[config.mk]
export PLATFORM = sky130hd
export DESIGN_NAME = matmul_mac_sched
export DESIGN_NICKNAME = d
export VERILOG_FILES = /design/src/rtl/matmul_pkg.sv /design/src/rtl/matmul_idx_cnt.sv /design/src/rtl/matmul_mac_sched.sv
export SDC_FILE = /design/constraint.sdc
export NUM_CORES = 1
export LEC_CHECK = 0
export ABC_AREA = 1
export ABC_CLOCK_PERIOD_IN_PS = 1290
export CAP_MARGIN = 5
export CORE_MARGIN = 10
export CORE_UTILIZATION = 26
export DETAILED_ROUTE_END_ITERATION = 10
export PLACE_DENSITY = 0.82
export SLEW_MARGIN = 0
export SYNTH_ARGS = -nofsm -noshare
export SYNTH_HDL_FRONTEND = slang
export SYNTH_HIERARCHICAL = 1
export SYNTH_SLANG_ARGS = --single-unit
export TNS_END_PERCENT = 5
[constraint.sdc]
create_clock -name i_clock -period 1.29 [get_ports i_clock]
set_input_delay 0.129 -clock i_clock [delete_from_list [all_inputs] [get_ports i_clock]]
set_output_delay 0.129 -clock i_clock [all_outputs]
set_load 0.05 [all_outputs]
[src/rtl/matmul_pkg.sv]
// Shared types and width helpers for the matrix-multiply MAC sequencer.
package matmul_pkg;

    typedef enum logic [2:0] {
        S_IDLE,
        S_RUN,
        S_FLUSH,
        S_WRITE,
        S_DONE
    } state_t;

    localparam int DW_DEF = 8;
    localparam int SW_DEF = 20;
    // 16 * 255 * 255 = 1040400 still fits the 20-bit accumulator
    localparam int N_MAX  = 16;

    // Index width for 0..n-1, never narrower than one bit
    function automatic int idx_w(input int n);
        return (n <= 1) ? 1 : $clog2(n);
    endfunction

    // Row-major address width for an n x n matrix, never narrower than one bit
    function automatic int addr_w(input int n);
        return (n <= 1) ? 1 : $clog2(n * n);
    endfunction

    function automatic bit n_legal(input int n);
        return (n >= 1) && (n <= N_MAX);
    endfunction

endpackage

[src/rtl/matmul_idx_cnt.sv]
// Nested i/j/k loop counters: k walks the dot product, j/i walk the C elements.
module matmul_idx_cnt
    import matmul_pkg::*;
#(
    parameter int N  = 2,
    parameter int IW = idx_w(N)
) (
    input  logic          i_clock,
    input  logic          i_reset,
    input  logic          i_clr,
    input  logic          i_inc_k,
    input  logic          i_inc_ij,
    output logic [IW-1:0] o_i,
    output logic [IW-1:0] o_j,
    output logic [IW-1:0] o_k,
    output logic          o_k_last,
    output logic          o_elem_last
);

    localparam logic [IW-1:0] LAST = IW'(N - 1);

    logic [IW-1:0] r_i, r_j, r_k;

    // Element advance restarts k and steps j, carrying into i; otherwise k steps
    always_ff @(posedge i_clock) begin
        if (i_reset || i_clr) begin
            r_i <= '0;
            r_j <= '0;
            r_k <= '0;
        end else if (i_inc_ij) begin
            r_k <= '0;
            if (r_j == LAST) begin
                r_j <= '0;
                r_i <= (r_i == LAST) ? '0 : r_i + 1'b1;
            end else begin
                r_j <= r_j + 1'b1;
            end
        end else if (i_inc_k) begin
            r_k <= r_k + 1'b1;
        end
    end

    assign o_i         = r_i;
    assign o_j         = r_j;
    assign o_k         = r_k;
    assign o_k_last    = (r_k == LAST);
    assign o_elem_last = (r_i == LAST) && (r_j == LAST);

endmodule

[src/rtl/matmul_mac_sched.sv]
// Sequences C = A x B through one shared MAC: issues operand reads, gates
// operands into the accumulator, clears it per element and writes results.
module matmul_mac_sched
    import matmul_pkg::*;
#(
    parameter  int N  = 2,
    parameter  int DW = DW_DEF,
    parameter  int SW = SW_DEF,
    localparam int IW = idx_w(N),
    localparam int AW = addr_w(N)
) (
    input  logic          i_clock,
    input  logic          i_reset,
    input  logic          i_start,
    output logic          o_busy,
    output logic          o_done,
    output logic [AW-1:0] o_a_addr,
    output logic [AW-1:0] o_b_addr,
    input  logic [DW-1:0] i_a_rdata,
    input  logic [DW-1:0] i_b_rdata,
    output logic [DW-1:0] o_mac_ain,
    output logic [DW-1:0] o_mac_bin,
    output logic          o_mac_en,
    output logic          o_mac_clr,
    input  logic [SW-1:0] i_mac_sum,
    output logic          o_c_wr_en,
    output logic [AW-1:0] o_c_wr_addr,
    output logic [SW-1:0] o_c_wr_data
);

    if (!n_legal(N)) begin : g_n_check
        $error("matmul_mac_sched: N=%0d outside 1..%0d", N, N_MAX);
    end

    state_t        r_state, w_state_nxt;
    logic          r_valid_q;
    logic [IW-1:0] w_i, w_j, w_k;
    logic          w_k_last, w_elem_last;
    logic          w_cnt_clr, w_inc_k, w_inc_ij, w_acc_clr, w_addr_en, w_wr;

    matmul_idx_cnt #(.N(N), .IW(IW)) u_idx (
        .i_clock     (i_clock),
        .i_reset     (i_reset),
        .i_clr       (w_cnt_clr),
        .i_inc_k     (w_inc_k),
        .i_inc_ij    (w_inc_ij),
        .o_i         (w_i),
        .o_j         (w_j),
        .o_k         (w_k),
        .o_k_last    (w_k_last),
        .o_elem_last (w_elem_last)
    );

    // State register
    always_ff @(posedge i_clock) begin
        if (i_reset) r_state <= S_IDLE;
        else         r_state <= w_state_nxt;
    end

    // Read data lands one cycle after its address, so MAC enable trails RUN by one
    always_ff @(posedge i_clock) begin
        if (i_reset) r_valid_q <= 1'b0;
        else         r_valid_q <= (r_state == S_RUN);
    end

    // Next state and control strobes
    always_comb begin
        w_state_nxt = r_state;
        w_cnt_clr   = 1'b0;
        w_inc_k     = 1'b0;
        w_inc_ij    = 1'b0;
        w_acc_clr   = 1'b0;
        w_addr_en   = 1'b0;
        w_wr        = 1'b0;
        o_busy      = 1'b1;
        o_done      = 1'b0;
        case (r_state)
            S_IDLE: begin
                o_busy = 1'b0;
                if (i_start) begin
                    w_acc_clr   = 1'b1;
                    w_cnt_clr   = 1'b1;
                    w_state_nxt = S_RUN;
                end
            end
            S_RUN: begin
                w_addr_en = 1'b1;
                if (w_k_last) w_state_nxt = S_FLUSH;
                else          w_inc_k     = 1'b1;
            end
            S_FLUSH: w_state_nxt = S_WRITE;
            S_WRITE: begin
                w_wr        = 1'b1;
                w_acc_clr   = 1'b1;
                w_inc_ij    = 1'b1;
                w_state_nxt = w_elem_last ? S_DONE : S_RUN;
            end
            S_DONE: begin
                o_done      = 1'b1;
                w_state_nxt = S_IDLE;
            end
            default: w_state_nxt = S_IDLE;
        endcase
    end

    assign o_a_addr    = w_addr_en ? AW'(w_i) * AW'(N) + AW'(w_k) : '0;
    assign o_b_addr    = w_addr_en ? AW'(w_k) * AW'(N) + AW'(w_j) : '0;
    assign o_mac_en    = r_valid_q;
    assign o_mac_ain   = r_valid_q ? i_a_rdata : '0;
    assign o_mac_bin   = r_valid_q ? i_b_rdata : '0;
    assign o_mac_clr   = i_reset | w_acc_clr;
    // A reset landing on a WRITE cycle must not leak a write out
    assign o_c_wr_en   = w_wr & ~i_reset;
    assign o_c_wr_addr = AW'(w_i) * AW'(N) + AW'(w_j);
    assign o_c_wr_data = i_mac_sum;

endmodule

== After elaboration in Yosys (flattened, before gate mapping) ==
Index checks and enable logic that the tools add are counted.

* Register bits after elaboration: 7
* Bits of input ports: 39
* Output and inout bits: 47
* Logic and storage cells: 45

* $add $sub $neg: 6
* Eq/ne operators: 6
* Muxes and demuxes: 19
* Bitwise logic cells: 3
* Reduce and logical (&&, ||, !) cells: 6

{| class="wikitable"
|+ Operator list
! cell !! number
|-
| two-way mux 8 bit || 2
|-
| case mux 3 bit (4 select lines) || 1
|-
| two-way mux 1 bit || 10
|-
| two-way mux 3 bit || 3
|-
| adder 2 x 1 -> 2 bit || 3
|-
| == test 3 x 2 -> 1 bit (second input constant) || 2
|-
| two-way mux 2 bit || 2
|-
| AND reduction 2 bit || 2
|-
| adder 1 bit (second input constant) || 3
|-
| == test 3 x 1 -> 1 bit (second input constant) || 1
|-
| == test 3 bit (second input constant) || 1
|-
| zero test 3 bit || 1
|-
| != test 2 x 1 -> 1 bit (second input constant) || 1
|-
| != test 2 bit (second input constant) || 1
|-
| case mux 1 bit (2 select lines) || 1
|-
| OR reduction 2 bit || 1
|-
| AND 1 bit || 1
|-
| logical AND 1 bit || 1
|-
| logical OR 1 bit || 1
|-
| inverter 1 bit || 1
|-
| bitwise OR 1 bit || 1
|}

== Longest topological paths before layout ==
* Depth in word-level cells: 4
* Depth in mapped cells: 8
* Depth with buffers taken out: 8

== By module ==
The synthesis kept the hierarchy.

{| class="wikitable"
|+ Modules (own cells, without submodules)
! module !! times used !! cells each !! area an instance (um^2) !! sequential area each (um^2)
|-
| matmul_mac_sched || 1 || 105 || 565.5 || 80.1
|-
| matmul_idx_cnt || 1 || 23 || 148.9 || 60.1
|}

== Worst setup path after synthesis ==
Ideal clock, no wire load.

* Kind: register to output
* From: register r_state[0]
* To: output port o_b_addr[1]
* Arrival: 1.631 ns
* Data required time: 1.161 ns
* Setup slack: -0.470 ns
* Cell stages (with the launch flop): 6
* Path buffers: 1
* Path through: dfxtp_1 inv_2 nor2_4 nand2_1 nor2_1 buf_4

* Word-level cells in the longest chain between the ends: 3

{| class="wikitable"
|+ RTL lines
! what !! RTL line !! RTL
|-
| from (decl) || matmul_mac_sched.sv:35 || <nowiki>state_t r_state, w_state_nxt;</nowiki>
|-
| from (signal assigned) || matmul_mac_sched.sv:57 || <nowiki>else r_state <= w_state_nxt;</nowiki>
|-
| == test 3 x 1 -> 1 bit || matmul_mac_sched.sv:77 || <nowiki>case (r_state)</nowiki>
|-
| two-way mux 1 bit || matmul_mac_sched.sv:77 ||
|-
| two-way mux 2 bit || matmul_mac_sched.sv:107 || <nowiki>assign o_b_addr = w_addr_en ? AW'(w_k) * AW'(N) + AW'(w_j) : '0;</nowiki>
|-
| to (decl) || matmul_mac_sched.sv:18 || <nowiki>output logic [AW-1:0] o_b_addr,</nowiki>
|}

No other way between the ends.

== Worst setup path after layout ==
Same ends and word-level chain as after synthesis.

==> results.yml <==
run_status:
  violations: "setup timing"
  outcome: "finished with violations"
die:
  dieArea_mm2: 0.00524
  die_h_um: 72.4
  boundaryPins: 86
  core-area_mm2: 0.00254
  die_w_um: 72.4
  initial_utilization: 0.281
  row_count: 18
yosys:
  syn-num-nets: 167
  yosysSeqAreaShare: 0.196
  synth_edf_count: 0
  ys_ff_latch: 7
  synthFlopType: "dfxtp_1"
  ys_types: 12
  synth_area_leader_cell: "buf_4"
  avgSynthCellArea_um2: 5.58
  ys_top_cells_by_count: "inv_1, nand2_1, buf_4, nor2_1"
  synth_warnings: 6
  synth_top_area_frac: 0.252
  mappedNetlistArea_um2: 714
  synth_most_common_cell: "inv_1"
  ys_async_sr_fraction: 0
  yosys-top-cells-area: "buf_4, dfxtp_1, inv_1, nand2_1, nor2_1"
  synthCells: 128
timing:
  clock_skew_ns: 0.00767
  fin_setup_tns_ns: -0.403
  hold_violations: 0
  fmax_mhz: 732
  setup_slack_ns: -0.0768
  worstMarginPinSlew_ns: 0.297
  rsz0062_at_grt: "yes"
  period_needed_ns: 1.37
  finalSetupViolCount: 7
  drv_slew: 0
  slew_headroom: 0.802
  finalCritPeriodShare: 1.06
job:
  cap_viol_max_count: 0
cts:
  ctsHoldBuffers: 0
  clockBufferDepth: 2
  cts_num_sinks: 7
  root_buffer: "clkbuf_4"
  clkSlewWorstSetupHoldPaths_ns: 0.06
  cts_buffers: 3
  h-tree-depth: 1
  cts_setup_buffers: 0
  clock_latency_ns: 0.27
  tritoncts: "yes"
routing:
  vias: 730
  initialDrtViolationCount: 17
  drtAntennaViolNets: 0
  routed_wl_um: 2160
  first_pass_iters: 4
  drt_drc_violations_left: 0
  drt-vias-per-instance: 4.01
  wire_per_inst_um: 11.9
final_layout:
  layout-drive-gt1-share: 0.316
  seq_area_um2: 149
  nNetsFinal: 192
  fin_cells: 182
  postLayoutCoreUtil: 0.535
  area_growth_pct: 90.7
  fill_cells: 217
  diodes: 0
  fin_area_mm2: 0.00136
  multi_input_area_um2: 292
placement:
  gp_congestion: 0.831
  dp.cells: 178
  dpl.hpwl_um: 1900
  placed_area_mm2: 0.00129
  place.port_buffers: 45
global_routing:
  antenna_found_initial: 0
  grt_max_degree: 18
  grt_usage: 0.0811
  grt_pass1_wl_um: 3380
  grt_pass1_vias: 718
  grt_overflow_total: 0
min_path:
  hold_path.class: "in -> out"
  whs_endpoint: "o_c_wr_data[10]"
  holdPathStages: 0
  hold_start: "i_mac_sum[10]"
critical_path:
  timing.rr.start: "u_idx/o_j$_SDFFE_PP0P_"
  cp.arrival_ns: 1.24
  rrSetupSlack_ns: 0.19
  cp-end-kind: "output port"
  reg2reg_depth: 7
  r2r_end: "r_state[0]$_SDFFE_PP0P_"
  cp-start-kind: "register"
  required_ns: 1.16
  crit_path_max_fanout: 5
  criticalPathCategory: "reg -> out"
pwr:
  powerDensity_mw_per_mm2: 737
  ir_drop_mv: 0.495
  p_leak_uw: 0.000718
## what timing repair did
| action | CTS | global route |
|---|---|---|
| endpoints found under the hold margin | 0 | 0 |
| resized for setup | 11 | 5 |
| endpoints found under the setup margin | 8 | 24 |
| pin swaps | 2 | 1 |
## state kept, by name, indices dropped and copies added, names as in the netlist
| name | cells |
|---|---|
| u_idx/o_k | 1 |
| o_mac_en | 1 |
| r_state | 3 |
| u_idx/o_j | 1 |
| u_idx/o_i | 1 |
## worst max-delay path, cell delays in order, from the launching register on
cell and delay (ns):
dfxtp_4 0.39, inv_4 0.04, nor2_4 0.13, nand2_4 0.09, nor2_4 0.16, buf_12 0.16
## routing by layer
layer | GRT usage | wire length [um] | vias up
li1 | - | - | 381
met4 | 0.0738 | 95 | 0
met3 | 0.0435 | 310 | 16
met2 | 0.132 | 970 | 40
met1 | 0.0707 | 784 | 293
met5 | 0 | 0 | -
## worst max-delay path by stage
stage	startpoint	end	slack [ns]	cells past startpoint
global placement	r_state[0]$_SDFFE_PP0P_	o_b_addr[0]	0.14	5
CTS	r_state[1]$_SDFFE_PP0P_	o_mac_clr	-0.1	6
global route	r_state[0]$_SDFFE_PP0P_	o_b_addr[1]	-0.14	5
floorplan	r_state[0]$_SDFFE_PP0P_	o_a_addr[1]	-0.15	4
finish	r_state[0]$_SDFFE_PP0P_	o_b_addr[1]	-0.08	5
detailed placement	r_state[0]$_SDFFE_PP0P_	o_mac_clr	0.07	6
## kinds of logic (layout without fill, tap and decap cells)
family / after synthesis / after routing / share of synthesized area
buffers and inverters: 62 / 86 / 0.455
and+or+nand+nor: 58 / 58 / 0.342
DFF: 7 / 7 / 0.196
AOI/OAI and AO/OA: 1 / 1 / 0.00700
## layout by cell type, fill, tap and decap left out
master / count
nand3_2: 1
inv_1: 34
buf_12: 26
a21oi_1: 1
nand2_4: 1
buf_6: 1
clkbuf_4: 3
clkdlybuf4s50_1: 18
nand2_2: 1
dfxtp_1: 4
nor2_1: 9
nor2_2: 3
buf_4: 1
dfxtp_4: 2
dfxtp_2: 1
inv_2: 1
nand2_1: 32
nand3_1: 6
nor2_4: 5
clkinv_2: 1
inv_4: 1
## where the power goes
group	internal (uW)	switching [uW]	total [uW]
registers	232	30.5	262
logic	238	279	517
clock network	115	110	225
## stage by stage
stage	total power (uW)	setup slack [ns]	hold slack (ns)
3_5_place_dp	762	0.0748	0.258
6_report	1000	-0.0768	0.258
4_1_cts	1000	-0.0976	0.258
5_1_grt	1060	-0.139	0.258
3_3_place_gp	755	0.137	0.258
2_1_floorplan	686	-0.149	0.194
## cell type report
type,count,area share
clock inverter,1,0.00367
sequential,7,0.109
multi-input combinational,59,0.214
clock buffer,3,0.0165
tap,30,0.0275
inverter,36,0.101
timing repair buffer,46,0.528
No activity file was read; power rests on OpenSTA's default activity.
